[config.mk]
export PLATFORM = sky130hd
export DESIGN_NAME = ram_cmd_bridge_flat
export DESIGN_NICKNAME = d
export VERILOG_FILES = /design/src/rtl/ram_cmd_bridge_pkg.sv /design/src/rtl/ram_cmd_bridge_if.sv /design/src/rtl/ram_req_fifo.sv /design/src/rtl/ram_cmd_bridge.sv /design/src/flat_wrapper.sv
export SDC_FILE = /design/constraint.sdc
export NUM_CORES = 1
export LEC_CHECK = 0
export ABC_AREA = 1
export BUFFER_PORTS_ARGS = -buffer_cell sky130_fd_sc_hd__buf_2
export CELL_PAD_IN_SITES_DETAIL_PLACEMENT = 0
export CELL_PAD_IN_SITES_GLOBAL_PLACEMENT = 1
export CORE_ASPECT_RATIO = 0.7
export CORE_MARGIN = 1
export CORE_UTILIZATION = 25
export CTS_CLUSTER_DIAMETER = 150
export DETAILED_ROUTE_END_ITERATION = 16
export GPL_TIMING_DRIVEN = 1
export PLACE_DENSITY_LB_ADDON = 0.2
export REMOVE_ABC_BUFFERS = 1
export SYNTH_ARGS = -nofsm -noshare
export SYNTH_HDL_FRONTEND = slang
export SYNTH_SLANG_ARGS = --single-unit
[constraint.sdc]
create_clock -name clk -period 4.6 [get_ports clk]
set_clock_uncertainty 0.15 [all_clocks]
set_input_delay 0 -clock clk [delete_from_list [all_inputs] [get_ports clk]]
set_output_delay 0 -clock clk [all_outputs]
set_load 0.03 [all_outputs]
[src/rtl/ram_cmd_bridge_pkg.sv]
// ram_bridge_pkg: shared types and constants for the RAM command bridge
package ram_bridge_pkg;
  localparam int ADDR_W = 8;
  localparam int DATA_W = 8;
  localparam int TIMEOUT_DEF = 16;
  localparam int TMR_W = $clog2(TIMEOUT_DEF);
  typedef enum logic [1:0] {IDLE, ISSUE, RESP} state_t;
  typedef struct packed {
    logic              wr;
    logic [ADDR_W-1:0] addr;
    logic [DATA_W-1:0] data;
  } req_t;
endpackage

[src/rtl/ram_cmd_bridge_if.sv]
// ram_cmd_bridge_if: host request/response and RAM handshake signals
interface ram_cmd_bridge_if
  import ram_bridge_pkg::*;
#(
  parameter int AW = ADDR_W,
  parameter int DW = DATA_W
);
  logic          req_valid, req_ready, req_wr;
  logic [AW-1:0] req_addr;
  logic [DW-1:0] req_data;
  logic          rsp_valid, rsp_ready, rsp_wr, rsp_err, rsp_timeout;
  logic [DW-1:0] rsp_data;
  logic          en, wr_rd, valid, ready, error;
  logic [AW-1:0] addr;
  logic [DW-1:0] din, dout;
  modport master (
    input  req_valid, req_wr, req_addr, req_data, rsp_ready, dout, ready, error,
    output req_ready, rsp_valid, rsp_wr, rsp_data, rsp_err, rsp_timeout, en, wr_rd, addr, din, valid
  );
  modport slave (
    output req_valid, req_wr, req_addr, req_data, rsp_ready, dout, ready, error,
    input  req_ready, rsp_valid, rsp_wr, rsp_data, rsp_err, rsp_timeout, en, wr_rd, addr, din, valid
  );
endinterface

[src/rtl/ram_req_fifo.sv]
// ram_req_fifo: synchronous request FIFO; a push while full is refused even with a concurrent pop
module ram_req_fifo
  import ram_bridge_pkg::*;
#(
  parameter int DEPTH = 4
) (
  input  logic                     clk,
  input  logic                     rst,
  input  logic                     push_i,
  input  logic                     pop_i,
  input  req_t                     din_i,
  output req_t                     dout_o,
  output logic                     empty_o,
  output logic [$clog2(DEPTH):0]   count_o
);
  localparam int PW = $clog2(DEPTH);
  localparam int CW = PW + 1;
  req_t          mem_q [DEPTH];
  logic [PW-1:0] wr_q, rd_q;
  logic [CW-1:0] cnt_q;
  logic          do_push, do_pop;
  assign do_push = push_i && cnt_q != CW'(DEPTH);
  assign do_pop  = pop_i && cnt_q != '0;
  assign dout_o  = mem_q[rd_q];
  assign empty_o = cnt_q == '0;
  assign count_o = cnt_q;
  // pointers wrap naturally since DEPTH is a power of two
  always_ff @(posedge clk) begin
    if (rst) begin
      wr_q  <= '0;
      rd_q  <= '0;
      cnt_q <= '0;
    end else begin
      wr_q  <= wr_q + PW'(do_push);
      rd_q  <= rd_q + PW'(do_pop);
      cnt_q <= cnt_q + CW'(do_push) - CW'(do_pop);
    end
  end
  // entry storage
  always_ff @(posedge clk) begin
    if (do_push) mem_q[wr_q] <= din_i;
  end
endmodule

[src/rtl/ram_cmd_bridge.sv]
// ram_cmd_bridge: queues host requests and issues them one at a time to the RAM with a timeout
module ram_cmd_bridge
  import ram_bridge_pkg::*;
#(
  parameter int ADDR_WIDTH = ADDR_W,
  parameter int DATA_WIDTH = DATA_W,
  parameter int FIFO_DEPTH = 4,
  parameter int TIMEOUT    = TIMEOUT_DEF
) (
  input  logic             clk,
  input  logic             rst,
  ram_cmd_bridge_if.master bus,
  output logic [7:0]       err_count
);
  localparam int CW = $clog2(FIFO_DEPTH) + 1;
  localparam int TW = (TIMEOUT == TIMEOUT_DEF) ? TMR_W : $clog2(TIMEOUT);
  state_t                state_q, state_d;
  req_t                  head, push_req;
  logic                  empty, pop, done, tout, fin;
  logic [CW-1:0]         cnt;
  logic                  en_q, en_d, wr_q, wr_d;
  logic                  rsp_valid_q, rsp_valid_d, rsp_wr_q, rsp_wr_d;
  logic                  rsp_err_q, rsp_err_d, rsp_to_q, rsp_to_d;
  logic [ADDR_WIDTH-1:0] addr_q, addr_d;
  logic [DATA_WIDTH-1:0] din_q, din_d, rsp_data_q, rsp_data_d;
  logic [TW-1:0]         tmr_q, tmr_d;
  logic [7:0]            err_q, err_d;
  assign push_req      = '{wr: bus.req_wr, addr: bus.req_addr, data: bus.req_data};
  assign bus.req_ready = cnt < CW'(FIFO_DEPTH);
  ram_req_fifo #(.DEPTH(FIFO_DEPTH)) u_fifo (
    .clk     (clk),
    .rst     (rst),
    .push_i  (bus.req_valid && bus.req_ready),
    .pop_i   (pop),
    .din_i   (push_req),
    .dout_o  (head),
    .empty_o (empty),
    .count_o (cnt)
  );
  // the first ISSUE cycle only raises en; ready counts once en is visible to the RAM
  assign pop  = state_q == IDLE && !empty;
  assign done = state_q == ISSUE && en_q && bus.ready;
  assign tout = state_q == ISSUE && en_q && !bus.ready && tmr_q == TW'(TIMEOUT - 1);
  assign fin  = done || tout;
  // state register
  always_ff @(posedge clk) begin
    state_q <= rst ? IDLE : state_d;
  end
  // next-state: fetch, wait for completion or timeout, hold response until accepted
  always_comb begin
    state_d = pop ? ISSUE : fin ? RESP : (state_q == RESP && rsp_valid_q && bus.rsp_ready) ? IDLE : state_q;
  end
  // next values of the registered RAM-side and response outputs
  always_comb begin
    en_d        = state_q == ISSUE && !fin;
    tmr_d       = (state_q == ISSUE && en_q) ? tmr_q + TW'(1) : '0;
    wr_d        = pop ? head.wr : wr_q;
    addr_d      = pop ? head.addr : addr_q;
    din_d       = pop ? head.data : din_q;
    rsp_valid_d = state_q == RESP && !(rsp_valid_q && bus.rsp_ready);
    rsp_wr_d    = fin ? wr_q : rsp_wr_q;
    rsp_data_d  = fin ? ((done && !wr_q) ? bus.dout : '0) : rsp_data_q;
    rsp_err_d   = fin ? (tout || bus.error) : rsp_err_q;
    rsp_to_d    = fin ? tout : rsp_to_q;
    err_d       = (fin && rsp_err_d && err_q != 8'hFF) ? err_q + 8'd1 : err_q;
  end
  // output registers
  always_ff @(posedge clk) begin
    if (rst) begin
      en_q        <= 1'b0;
      tmr_q       <= '0;
      wr_q        <= 1'b0;
      addr_q      <= '0;
      din_q       <= '0;
      rsp_valid_q <= 1'b0;
      rsp_wr_q    <= 1'b0;
      rsp_data_q  <= '0;
      rsp_err_q   <= 1'b0;
      rsp_to_q    <= 1'b0;
      err_q       <= '0;
    end else begin
      en_q        <= en_d;
      tmr_q       <= tmr_d;
      wr_q        <= wr_d;
      addr_q      <= addr_d;
      din_q       <= din_d;
      rsp_valid_q <= rsp_valid_d;
      rsp_wr_q    <= rsp_wr_d;
      rsp_data_q  <= rsp_data_d;
      rsp_err_q   <= rsp_err_d;
      rsp_to_q    <= rsp_to_d;
      err_q       <= err_d;
    end
  end
  assign bus.en          = en_q;
  assign bus.valid       = en_q;
  assign bus.wr_rd       = wr_q;
  assign bus.addr        = addr_q;
  assign bus.din         = din_q;
  assign bus.rsp_valid   = rsp_valid_q;
  assign bus.rsp_wr      = rsp_wr_q;
  assign bus.rsp_data    = rsp_data_q;
  assign bus.rsp_err     = rsp_err_q;
  assign bus.rsp_timeout = rsp_to_q;
  assign err_count       = err_q;
endmodule
[src/flat_wrapper.sv]
// flat-port wrapper written by rule: the top's interface ports become plain ports
module ram_cmd_bridge_flat import ram_bridge_pkg::*;
#(
  parameter int ADDR_WIDTH = ADDR_W,
  parameter int DATA_WIDTH = DATA_W,
  parameter int FIFO_DEPTH = 4,
  parameter int TIMEOUT    = TIMEOUT_DEF
)
  (clk, rst, err_count, bus_req_valid, bus_req_wr, bus_req_addr, bus_req_data, bus_rsp_ready, bus_dout, bus_ready, bus_error, bus_req_ready, bus_rsp_valid, bus_rsp_wr, bus_rsp_data, bus_rsp_err, bus_rsp_timeout, bus_en, bus_wr_rd, bus_addr, bus_din, bus_valid);
  ram_cmd_bridge_if bus_i ();
  input  logic clk;
  input  logic rst;
  output logic [7:0] err_count;
  input wire logic [$bits(bus_i.req_valid)-1:0] bus_req_valid;
  input wire logic [$bits(bus_i.req_wr)-1:0] bus_req_wr;
  input wire logic [$bits(bus_i.req_addr)-1:0] bus_req_addr;
  input wire logic [$bits(bus_i.req_data)-1:0] bus_req_data;
  input wire logic [$bits(bus_i.rsp_ready)-1:0] bus_rsp_ready;
  input wire logic [$bits(bus_i.dout)-1:0] bus_dout;
  input wire logic [$bits(bus_i.ready)-1:0] bus_ready;
  input wire logic [$bits(bus_i.error)-1:0] bus_error;
  output wire logic [$bits(bus_i.req_ready)-1:0] bus_req_ready;
  output wire logic [$bits(bus_i.rsp_valid)-1:0] bus_rsp_valid;
  output wire logic [$bits(bus_i.rsp_wr)-1:0] bus_rsp_wr;
  output wire logic [$bits(bus_i.rsp_data)-1:0] bus_rsp_data;
  output wire logic [$bits(bus_i.rsp_err)-1:0] bus_rsp_err;
  output wire logic [$bits(bus_i.rsp_timeout)-1:0] bus_rsp_timeout;
  output wire logic [$bits(bus_i.en)-1:0] bus_en;
  output wire logic [$bits(bus_i.wr_rd)-1:0] bus_wr_rd;
  output wire logic [$bits(bus_i.addr)-1:0] bus_addr;
  output wire logic [$bits(bus_i.din)-1:0] bus_din;
  output wire logic [$bits(bus_i.valid)-1:0] bus_valid;
  assign bus_i.req_valid = bus_req_valid;
  assign bus_i.req_wr = bus_req_wr;
  assign bus_i.req_addr = bus_req_addr;
  assign bus_i.req_data = bus_req_data;
  assign bus_i.rsp_ready = bus_rsp_ready;
  assign bus_i.dout = bus_dout;
  assign bus_i.ready = bus_ready;
  assign bus_i.error = bus_error;
  assign bus_req_ready = bus_i.req_ready;
  assign bus_rsp_valid = bus_i.rsp_valid;
  assign bus_rsp_wr = bus_i.rsp_wr;
  assign bus_rsp_data = bus_i.rsp_data;
  assign bus_rsp_err = bus_i.rsp_err;
  assign bus_rsp_timeout = bus_i.rsp_timeout;
  assign bus_en = bus_i.en;
  assign bus_wr_rd = bus_i.wr_rd;
  assign bus_addr = bus_i.addr;
  assign bus_din = bus_i.din;
  assign bus_valid = bus_i.valid;
  ram_cmd_bridge #(.ADDR_WIDTH(ADDR_WIDTH), .DATA_WIDTH(DATA_WIDTH), .FIFO_DEPTH(FIFO_DEPTH), .TIMEOUT(TIMEOUT)) u_core (.clk(clk), .rst(rst), .bus(bus_i), .err_count(err_count));
endmodule
==> results of run 1 <==
==> worst max path at each step <==
stage                                  start  cells after the start                        to  slack, ns
floorplan           u_core.u_fifo.count_o[2]                     10  u_core.u_fifo.count_o[2]       1.96
global placement    u_core.u_fifo.count_o[1]                     11  u_core.u_fifo.count_o[2]       2.31
detailed placement  u_core.u_fifo.count_o[1]                     11  u_core.u_fifo.count_o[2]       2.20
CTS                 u_core.u_fifo.count_o[1]                     11  u_core.u_fifo.count_o[2]       2.19
global route               u_core.state_q[0]                     10  u_core.u_fifo.count_o[2]       2.05
finish              u_core.u_fifo.count_o[1]                     11  u_core.u_fifo.count_o[2]       2.22
==> registers in the layout, summed over array words and instances, names as in the netlist <==
signal and flops:
u_core.u_fifo.mem_q 68, u_core.bus.addr 8, u_core.bus.din 8, u_core.bus.rsp_data 8, u_core.err_count 8, u_core.tmr_q 4
u_core.u_fifo.count_o 3, u_core.state_q 2, u_core.u_fifo.rd_q 2, u_core.u_fifo.wr_q 2, u_core.bus.en 1, u_core.bus.rsp_err 1
u_core.bus.rsp_timeout 1, u_core.bus.rsp_valid 1, u_core.bus.rsp_wr 1, u_core.bus.wr_rd 1
==> layout make-up <==
class / count / area (um^2) / share of cell area [%]
clock buffers: 17 / 425 / 6.79
clock inverters: 15 / 129 / 2.06
inverters: 42 / 158 / 2.52
multi-input cells: 260 / 1430 / 22.9
flip-flops and latches: 119 / 3060 / 48.9
well taps: 236 / 295 / 4.71
repair buffers: 113 / 763 / 12.2
==> power by group <==
part           total [W]  switching (W)  internal, W  leakage (nW)
Clock            0.00123       0.000493     0.000742         0.256
Sequential       0.00139      0.0000934      0.00130          1.04
Combinational   0.000979       0.000665     0.000313          1.13
Total            0.00361        0.00125      0.00235          2.43
==> cells in the final DEF (no fill, tap or decap), types with 2 or more instances in the layout <==
cell	instances
nand2_4	2
nand2_2	4
o21ai_0	30
xnor2_1	3
o21bai_1	2
ha_1	4
o21a_1	16
clkinv_1	3
inv_6	3
buf_2	70
nor2_1	49
nand3_1	18
inv_2	5
nor2_4	3
clkbuf_16	17
nand2_1	48
o21ai_1	18
inv_1	35
a21oi_2	8
o22ai_1	17
clkinv_2	3
xor2_1	2
a21oi_1	22
dlygate4sd3_1	36
buf_4	7
dfxtp_1	51
nor3_2	4
edfxtp_1	68
clkinvlp_4	6
==> synth_stat cells (all sizes together) (3+ instances only) <==
| library cell | count |
|---|---|
| xnor2 | 3 |
| nand2 | 54 |
| o22ai | 17 |
| nor2 | 52 |
| inv | 40 |
| o21ai | 49 |
| nand3 | 18 |
| dfxtp | 51 |
| clkbuf | 7 |
| o21a | 16 |
| buf | 14 |
| edfxtp | 68 |
| ha | 4 |
| nor3 | 5 |
| a21oi | 30 |
==> stage by stage <==
step	hold slack, ns	cells	instance area, um^2	worst slack [ns]
finish	0.0106	802	6270	2.22
detailed placement	0.0721	734	5350	2.20
global route	0.0288	802	6270	2.05
CTS	0.0148	802	6270	2.19
floorplan	-0.0876	421	4630	1.96
global placement	0.0667	734	5350	2.31
==> worst min-delay path: cells and delay by family <==
kind | cells | cell delay, ns
compound gates | 1 | 0.16
buf+inv | 2 | 0.38
==> per-layer routing <==
layer | GRT usage [%] | part of all wire, %
met5 | 0 | 0
met4 | 4.81 | 1.2
met3 | 3.60 | 3.7
met2 | 19.1 | 46
met1 | 15.1 | 49
==> cells by family after synthesis <==
kind of cell	Yosys count	share of synthesized area, %
compound gates	115	14.3
xor+xnor	5	0.925
fa+ha+maj	5	1.48
buf+inv	63	5.63
flops	119	64.7
simple gates	135	13.0
==> repair_timing <==
action	CTS	global route
hold endpoints to repair	82	0
buffers inserted	0	0
hold buffers	36	0
==> flow_summary.html, run 1 <==
<table>
<tr><th>Metric</th><th>Value</th></tr>
<tr><th colspan="2">Status</th></tr>
<tr><td>Run status</td><td>finished, violations left</td></tr>
<tr><td>Violations in the final reports</td><td>design-rule violations</td></tr>
<tr><th colspan="2">Yosys</th></tr>
<tr><td>Dominant cell type by area after synthesis</td><td>edfxtp_1</td></tr>
<tr><td>Cell types occupying the most area after synthesis</td><td>edfxtp_1 (43%), dfxtp_1 (22%), nor2_1 (3.9%), nand2_1 (3.8%), o21ai_0 (3.2%)</td></tr>
<tr><td>Commonest register cell after synthesis</td><td>edfxtp_1</td></tr>
<tr><td>Count of flip-flops with a built-in enable after synthesis</td><td>68</td></tr>
<tr><td>Fraction of synthesis flops using an asynchronous set or reset pin</td><td>0%</td></tr>
<tr><td>Fraction of the yosys area taken by sequential cells</td><td>64.7%</td></tr>
<tr><td>Area share of the leading cell type in the synthesized netlist</td><td>43.1%</td></tr>
<tr><td>Yosys synthesis warning count</td><td>0</td></tr>
<tr><td>Post-synth cell types</td><td>36</td></tr>
<tr><td>Synthesized area per cell</td><td>10.7 um^2</td></tr>
<tr><td>Synthesized cell area</td><td>4730 um^2</td></tr>
<tr><td>Register bit total from synthesis</td><td>119</td></tr>
<tr><td>Syn Inst Count</td><td>442</td></tr>
<tr><th colspan="2">Place</th></tr>
<tr><td>Final HPWL DP</td><td>6620 um</td></tr>
<tr><td>I/O Buffers</td><td>70</td></tr>
<tr><td>Routability cong.</td><td>0.687</td></tr>
<tr><th colspan="2">Critical path</th></tr>
<tr><td>Setup slack of the worst register-to-register path</td><td>2.22 ns</td></tr>
<tr><td>Critical Path Most Common Cell</td><td>nand2_1</td></tr>
<tr><td>Depth of the worst register-to-register path</td><td>11</td></tr>
<tr><td>Top fanout value on the critical path</td><td>41</td></tr>
<tr><td>CP Data Required Time</td><td>4.78 ns</td></tr>
<tr><td>Buffers &amp; Inverters on Critical Path</td><td>3</td></tr>
<tr><td>Launching point of the worst reg2reg path</td><td>u_core.u_fifo.count_o[1]</td></tr>
<tr><td>Setup crit start kind</td><td>flip-flop</td></tr>
<tr><td>Slowest cell on the critical path</td><td>buf_4</td></tr>
<tr><td>Worst setup path class</td><td>reg2reg</td></tr>
<tr><td>Cell family contributing the most delay on the critical path</td><td>buffers and inverters</td></tr>
<tr><td>Type of element capturing the critical path</td><td>flip-flop</td></tr>
<tr><td>Arrival time at the worst endpoint</td><td>2.56 ns</td></tr>
<tr><td>Worst reg2reg endpoint</td><td>u_core.u_fifo.count_o[2]</td></tr>
<tr><td>Cells along the critical path</td><td>inv_2 &gt; nand2_1 &gt; o21ai_4 &gt; buf_4 &gt; or2_1 &gt; nand2_1 &gt; ha_1 &gt; fa_1 &gt; inv_1 &gt; o21ai_0 &gt; a21oi_1</td></tr>
<tr><td>CP peak stage delay</td><td>0.41 ns</td></tr>
<tr><th colspan="2">Power</th></tr>
<tr><td>Overall power after layout</td><td>0.00361 W</td></tr>
<tr><td>Maximum resistive drop on vdd</td><td>0.227 mV</td></tr>
<tr><td>Static leakage</td><td>2.43 nW</td></tr>
<tr><td>Total power density per cell area</td><td>575 nW/um^2</td></tr>
<tr><th colspan="2">Clock network</th></tr>
<tr><td>Clock Root Buffer</td><td>clkbuf_16</td></tr>
<tr><td>Num Clock Sinks</td><td>119</td></tr>
<tr><td>TritonCTS buffer count</td><td>17</td></tr>
<tr><td>Clock transition at path regs</td><td>0.06 ns</td></tr>
<tr><td>Buffer depth of the longest clock path</td><td>2</td></tr>
<tr><td>Clock latency on the worst-skew pair</td><td>0.41 ns</td></tr>
<tr><td>Quantity of gates resized following cts</td><td>0</td></tr>
<tr><td>Clock tree from TritonCTS</td><td>yes</td></tr>
<tr><td>Maximum level of the CTS H-tree</td><td>4</td></tr>
<tr><th colspan="2">Timing</th></tr>
<tr><td>Final Max Slew Viols</td><td>0</td></tr>
<tr><td>Minimum clock period after layout</td><td>2.38 ns</td></tr>
<tr><td>Sum Neg Setup Slack</td><td>0 ns</td></tr>
<tr><td>Number of endpoints failing setup at the final stage</td><td>0</td></tr>
<tr><td>Top achievable clock speed</td><td>421 MHz</td></tr>
<tr><td>Worst Max-Slew Pin Slew</td><td>0.790 ns</td></tr>
<tr><td>Normalized max-slew margin</td><td>47.2%</td></tr>
<tr><td>Setup repair after global routing missed its margin</td><td>no</td></tr>
<tr><td>Post-route clock period utilization</td><td>51.6%</td></tr>
<tr><td>Hold violation count in the final report</td><td>0</td></tr>
<tr><th colspan="2">Min path</th></tr>
<tr><td>Startpoint of the worst hold path</td><td>rst</td></tr>
<tr><td>Instance count along the most critical hold path</td><td>3</td></tr>
<tr><td>Min-Delay Endpoint</td><td>u_core.err_count[7]</td></tr>
<tr><td>Hold WC Path Type</td><td>in2reg</td></tr>
<tr><th colspan="2">GRT</th></tr>
<tr><td>Global-route wire length before repair</td><td>17000 um</td></tr>
<tr><td>Pin count of the biggest net entering global routing</td><td>42</td></tr>
<tr><td>Total routing resource utilization after global routing</td><td>11.9%</td></tr>
<tr><td>Number of antenna violations at the first check in global routing</td><td>0</td></tr>
<tr><td>Remaining global-route overflow</td><td>0</td></tr>
<tr><td>Number of global-route vias before repair</td><td>3235</td></tr>
<tr><th colspan="2">Die</th></tr>
<tr><td>Ports</td><td>71</td></tr>
<tr><td>DIE AREA</td><td>19500 um^2</td></tr>
<tr><td>Core footprint</td><td>18300 um^2</td></tr>
<tr><td>DIE WIDTH</td><td>166 um</td></tr>
<tr><td>Std cell rows</td><td>41</td></tr>
<tr><td>Effective utilization at floorplan</td><td>25.9%</td></tr>
<tr><td>Chip height</td><td>117 um</td></tr>
<tr><th colspan="2">Detailed routing</th></tr>
<tr><td>Length of the first detailed-routing pass in iterations</td><td>12</td></tr>
<tr><td>DRC violations left</td><td>5</td></tr>
<tr><td>Total length of routed wires</td><td>11000 um</td></tr>
<tr><td>Total vias in the final route</td><td>3418</td></tr>
<tr><td>Vias per inst</td><td>4.26</td></tr>
<tr><td>Iteration-0 DRC Markers</td><td>133</td></tr>
<tr><td>Remaining antenna violation count</td><td>0</td></tr>
<tr><td>Average wire per standard cell</td><td>13.8 um</td></tr>
<tr><th colspan="2">Final layout</th></tr>
<tr><td>Final-layout fill cell count</td><td>1857</td></tr>
<tr><td>Layout overhead on the synthesized area</td><td>32.3%</td></tr>
<tr><td>Final core occ</td><td>34.3%</td></tr>
<tr><td>Fraction of layout instances using a drive strength above 1</td><td>24.2%</td></tr>
<tr><td>Number of nets in the finished design</td><td>589</td></tr>
<tr><td>Inserted Diodes</td><td>0</td></tr>
<tr><th colspan="2">Flow run</th></tr>
<tr><td>Maximum Capacitance Violations</td><td>0</td></tr>
</table>
No activity file was read; power rests on OpenSTA's default activity.
==> run 2: changes to the inputs <==
==> constraint.sdc (replaced) <==
create_clock -name clk -period 2.19 [get_ports clk]
set_clock_uncertainty 0.15 [all_clocks]
set_input_delay 0 -clock clk [delete_from_list [all_inputs] [get_ports clk]]
set_output_delay 0 -clock clk [all_outputs]
set_load 0.03 [all_outputs]
==> flow_summary.html, run 2 (synthesis results as in run 1) <==
<table>
<tr><th>Metric</th><th>Value</th></tr>
<tr><th colspan="2">Status</th></tr>
<tr><td>Run status</td><td>finished, violations left</td></tr>
<tr><td>Violations in the final reports</td><td>design-rule violations</td></tr>
<tr><th colspan="2">Critical path</th></tr>
<tr><td>Arrival time at the worst endpoint</td><td>2.21 ns</td></tr>
<tr><td>Depth of the worst register-to-register path</td><td>9</td></tr>
<tr><td>Top fanout value on the critical path</td><td>5</td></tr>
<tr><td>Setup crit start kind</td><td>flip-flop</td></tr>
<tr><td>Setup slack of the worst register-to-register path</td><td>0.13 ns</td></tr>
<tr><td>Worst reg2reg endpoint</td><td>u_core.bus.rsp_data[3]</td></tr>
<tr><td>CP Data Required Time</td><td>2.34 ns</td></tr>
<tr><td>Launching point of the worst reg2reg path</td><td>u_core.tmr_q[0]</td></tr>
<tr><td>Type of element capturing the critical path</td><td>flip-flop</td></tr>
<tr><td>Worst setup path class</td><td>reg2reg</td></tr>
<tr><th colspan="2">Detailed routing</th></tr>
<tr><td>Total vias in the final route</td><td>3421</td></tr>
<tr><td>Average wire per standard cell</td><td>13.8 um</td></tr>
<tr><td>DRC violations left</td><td>5</td></tr>
<tr><td>Remaining antenna violation count</td><td>0</td></tr>
<tr><td>Vias per inst</td><td>4.23</td></tr>
<tr><td>Iteration-0 DRC Markers</td><td>123</td></tr>
<tr><td>Length of the first detailed-routing pass in iterations</td><td>12</td></tr>
<tr><td>Total length of routed wires</td><td>11200 um</td></tr>
<tr><th colspan="2">Place</th></tr>
<tr><td>I/O Buffers</td><td>70</td></tr>
<tr><td>Instance count after placement with tap cells included</td><td>736</td></tr>
<tr><td>Routability cong.</td><td>0.733</td></tr>
<tr><td>Final HPWL DP</td><td>6690 um</td></tr>
<tr><td>Placement Setup Slack</td><td>0.248 ns</td></tr>
<tr><td>Instance area at placement</td><td>5370 um^2</td></tr>
<tr><th colspan="2">Die</th></tr>
<tr><td>DIE WIDTH</td><td>166 um</td></tr>
<tr><td>Chip height</td><td>117 um</td></tr>
<tr><td>Ports</td><td>71</td></tr>
<tr><td>Effective utilization at floorplan</td><td>25.9%</td></tr>
<tr><td>Std cell rows</td><td>41</td></tr>
<tr><td>DIE AREA</td><td>19500 um^2</td></tr>
<tr><td>Core footprint</td><td>18300 um^2</td></tr>
<tr><th colspan="2">GRT</th></tr>
<tr><td>Number of antenna violations at the first check in global routing</td><td>0</td></tr>
<tr><td>Number of global-route vias before repair</td><td>3198</td></tr>
<tr><td>Pin count of the biggest net entering global routing</td><td>39</td></tr>
<tr><td>Remaining global-route overflow</td><td>0</td></tr>
<tr><td>Global-route wire length before repair</td><td>17300 um</td></tr>
<tr><td>Total routing resource utilization after global routing</td><td>12.1%</td></tr>
<tr><th colspan="2">Timing</th></tr>
<tr><td>Minimum clock period after layout</td><td>2.06 ns</td></tr>
<tr><td>Hold violation count in the final report</td><td>0</td></tr>
<tr><td>Normalized max-slew margin</td><td>56.4%</td></tr>
<tr><td>Number of endpoints failing setup at the final stage</td><td>0</td></tr>
<tr><td>Post-route clock period utilization</td><td>94.1%</td></tr>
<tr><td>Final Max Slew Viols</td><td>0</td></tr>
<tr><td>Final Worst Setup Slack</td><td>0.129 ns</td></tr>
<tr><td>Setup repair after global routing missed its margin</td><td>no</td></tr>
<tr><td>Top achievable clock speed</td><td>485 MHz</td></tr>
<tr><td>Worst Max-Slew Pin Slew</td><td>0.652 ns</td></tr>
<tr><th colspan="2">Final layout</th></tr>
<tr><td>Number of nets in the finished design</td><td>595</td></tr>
<tr><td>Most common cell after layout, fill and taps aside</td><td>buf_2</td></tr>
<tr><td>Flip-flop count of the largest register after layout</td><td>68</td></tr>
<tr><td>Layout Cells excl Fill</td><td>808</td></tr>
<tr><td>Inserted Diodes</td><td>0</td></tr>
<tr><td>Leading cell types in the layout, fill and taps excluded</td><td>buf_2 (70), edfxtp_1 (68), dfxtp_1 (51)</td></tr>
<tr><td>Fraction of layout instances using a drive strength above 1</td><td>24.7%</td></tr>
<tr><td>Final-layout fill cell count</td><td>1873</td></tr>
<tr><td>Largest register by flop count</td><td>u_core.u_fifo.mem_q</td></tr>
<tr><td>Post-route cell area</td><td>6340 um^2</td></tr>
<tr><td>Final core occ</td><td>34.7%</td></tr>
<tr><td>Layout overhead on the synthesized area</td><td>34.0%</td></tr>
<tr><th colspan="2">Clock network</th></tr>
<tr><td>Clock transition at path regs</td><td>0.06 ns</td></tr>
<tr><td>Num Clock Sinks</td><td>119</td></tr>
<tr><td>Maximum level of the CTS H-tree</td><td>4</td></tr>
<tr><td>Clock latency on the worst-skew pair</td><td>0.41 ns</td></tr>
<tr><td>Buffer depth of the longest clock path</td><td>2</td></tr>
<tr><td>Clock tree from TritonCTS</td><td>yes</td></tr>
<tr><td>TritonCTS buffer count</td><td>17</td></tr>
<tr><td>Clock Root Buffer</td><td>clkbuf_16</td></tr>
<tr><th colspan="2">Power</th></tr>
<tr><td>Switching part of the total</td><td>34.1%</td></tr>
<tr><td>Static leakage</td><td>2.46 nW</td></tr>
<tr><td>Sequential share of power</td><td>37.4%</td></tr>
<tr><td>Power spent charging and discharging nets</td><td>0.00263 W</td></tr>
<tr><td>Total power density per cell area</td><td>1220 nW/um^2</td></tr>
<tr><td>Maximum resistive drop on vdd</td><td>0.747 mV</td></tr>
<tr><td>Combinational share of power</td><td>27.6%</td></tr>
<tr><td>Share of power burned in the clock network</td><td>35.0%</td></tr>
<tr><td>Design internal power</td><td>0.00508 W</td></tr>
<tr><th colspan="2">Min path</th></tr>
<tr><td>Hold WC Path Type</td><td>in2reg</td></tr>
<tr><td>Startpoint of the worst hold path</td><td>bus_req_valid</td></tr>
<tr><td>Instance count along the most critical hold path</td><td>6</td></tr>
<tr><td>Min-Delay Endpoint</td><td>u_core.u_fifo.wr_q[0]</td></tr>
<tr><th colspan="2">Flow run</th></tr>
<tr><td>Maximum Capacitance Violations</td><td>0</td></tr>
</table>
==> run 2: worst max-delay path by stage <==
stage / from / endpoint / slack, ns / cells past startpoint
final: u_core.tmr_q[0] / u_core.bus.rsp_data[3] / 0.13 / 9
after global routing: u_core.tmr_q[0] / u_core.bus.rsp_data[3] / 0.02 / 9
after CTS: u_core.tmr_q[0] / u_core.bus.rsp_data[3] / 0.09 / 9
after detailed placement: u_core.u_fifo.count_o[1] / u_core.u_fifo.count_o[2] / 0.25 / 10
after global placement: u_core.state_q[0] / u_core.u_fifo.count_o[1] / 0.30 / 8
after floorplan: u_core.u_fifo.count_o[2] / u_core.u_fifo.count_o[2] / -0.45 / 10
==> run 2: routing by layer <==
layer  share of wire (%)  GRT usage, %  wire (um)
met1                  50          15.3       5630
met3                 3.6          3.80        403
met2                  45          19.0       4980
met4                 1.4          5.93        160
met5                   0             0          0
==> run 2: cell type report <==
cell class,count,area (um^2),area share [%]
clock buffers,17,425,6.71
multi-input cells,261,1440,22.8
inverters,42,158,2.49
clock inverters,15,153,2.41
repair buffers,118,806,12.7
well taps,236,295,4.65
flip-flops and latches,119,3060,48.3
==> run 2: timing repair <==
item,CTS,global route
endpoints found under the hold margin,94,0
resized for setup,0,1
setup endpoints to repair,0,8
hold buffers,38,0
buffers inserted,0,1
==> run 2: power groups by stage <==
| stage | logic, W | clock network [W] | registers [W] |
|---|---|---|---|
| after global routing | 0.00238 | 0.00291 | 0.00292 |
| after floorplan | 0.000980 | 0 | 0.00332 |
| after detailed placement | 0.00211 | 0 | 0.00294 |
| after global placement | 0.00209 | 0 | 0.00292 |
| after CTS | 0.00217 | 0.00279 | 0.00289 |
| final | 0.00213 | 0.00270 | 0.00288 |
==> run 2: worst max-delay path, stage by stage, from the launching register on <==
cell	delay [ns]
dfxtp_1	0.36
ha_1	0.18
nand2_1	0.07
nor2_1	0.14
nand2_2	0.14
nand2_4	0.13
nor2_4	0.07
nand2_1	0.08
o21ai_1	0.06
dlygate4sd3_1	0.57
==> run 2: per-stage QoR <==
| stage | TNS [ns] | total power, W | hold WS (ns) |
|---|---|---|---|
| 2_1_floorplan | -13.16 | 0.00430 | -0.0876 |
| 3_3_place_gp | 0 | 0.00502 | 0.0656 |
| 3_5_place_dp | 0 | 0.00504 | 0.0706 |
| 4_1_cts | 0 | 0.00785 | 0.0283 |
| 5_1_grt | 0 | 0.00820 | 0.0756 |
| 6_report | 0 | 0.00771 | 0.0432 |
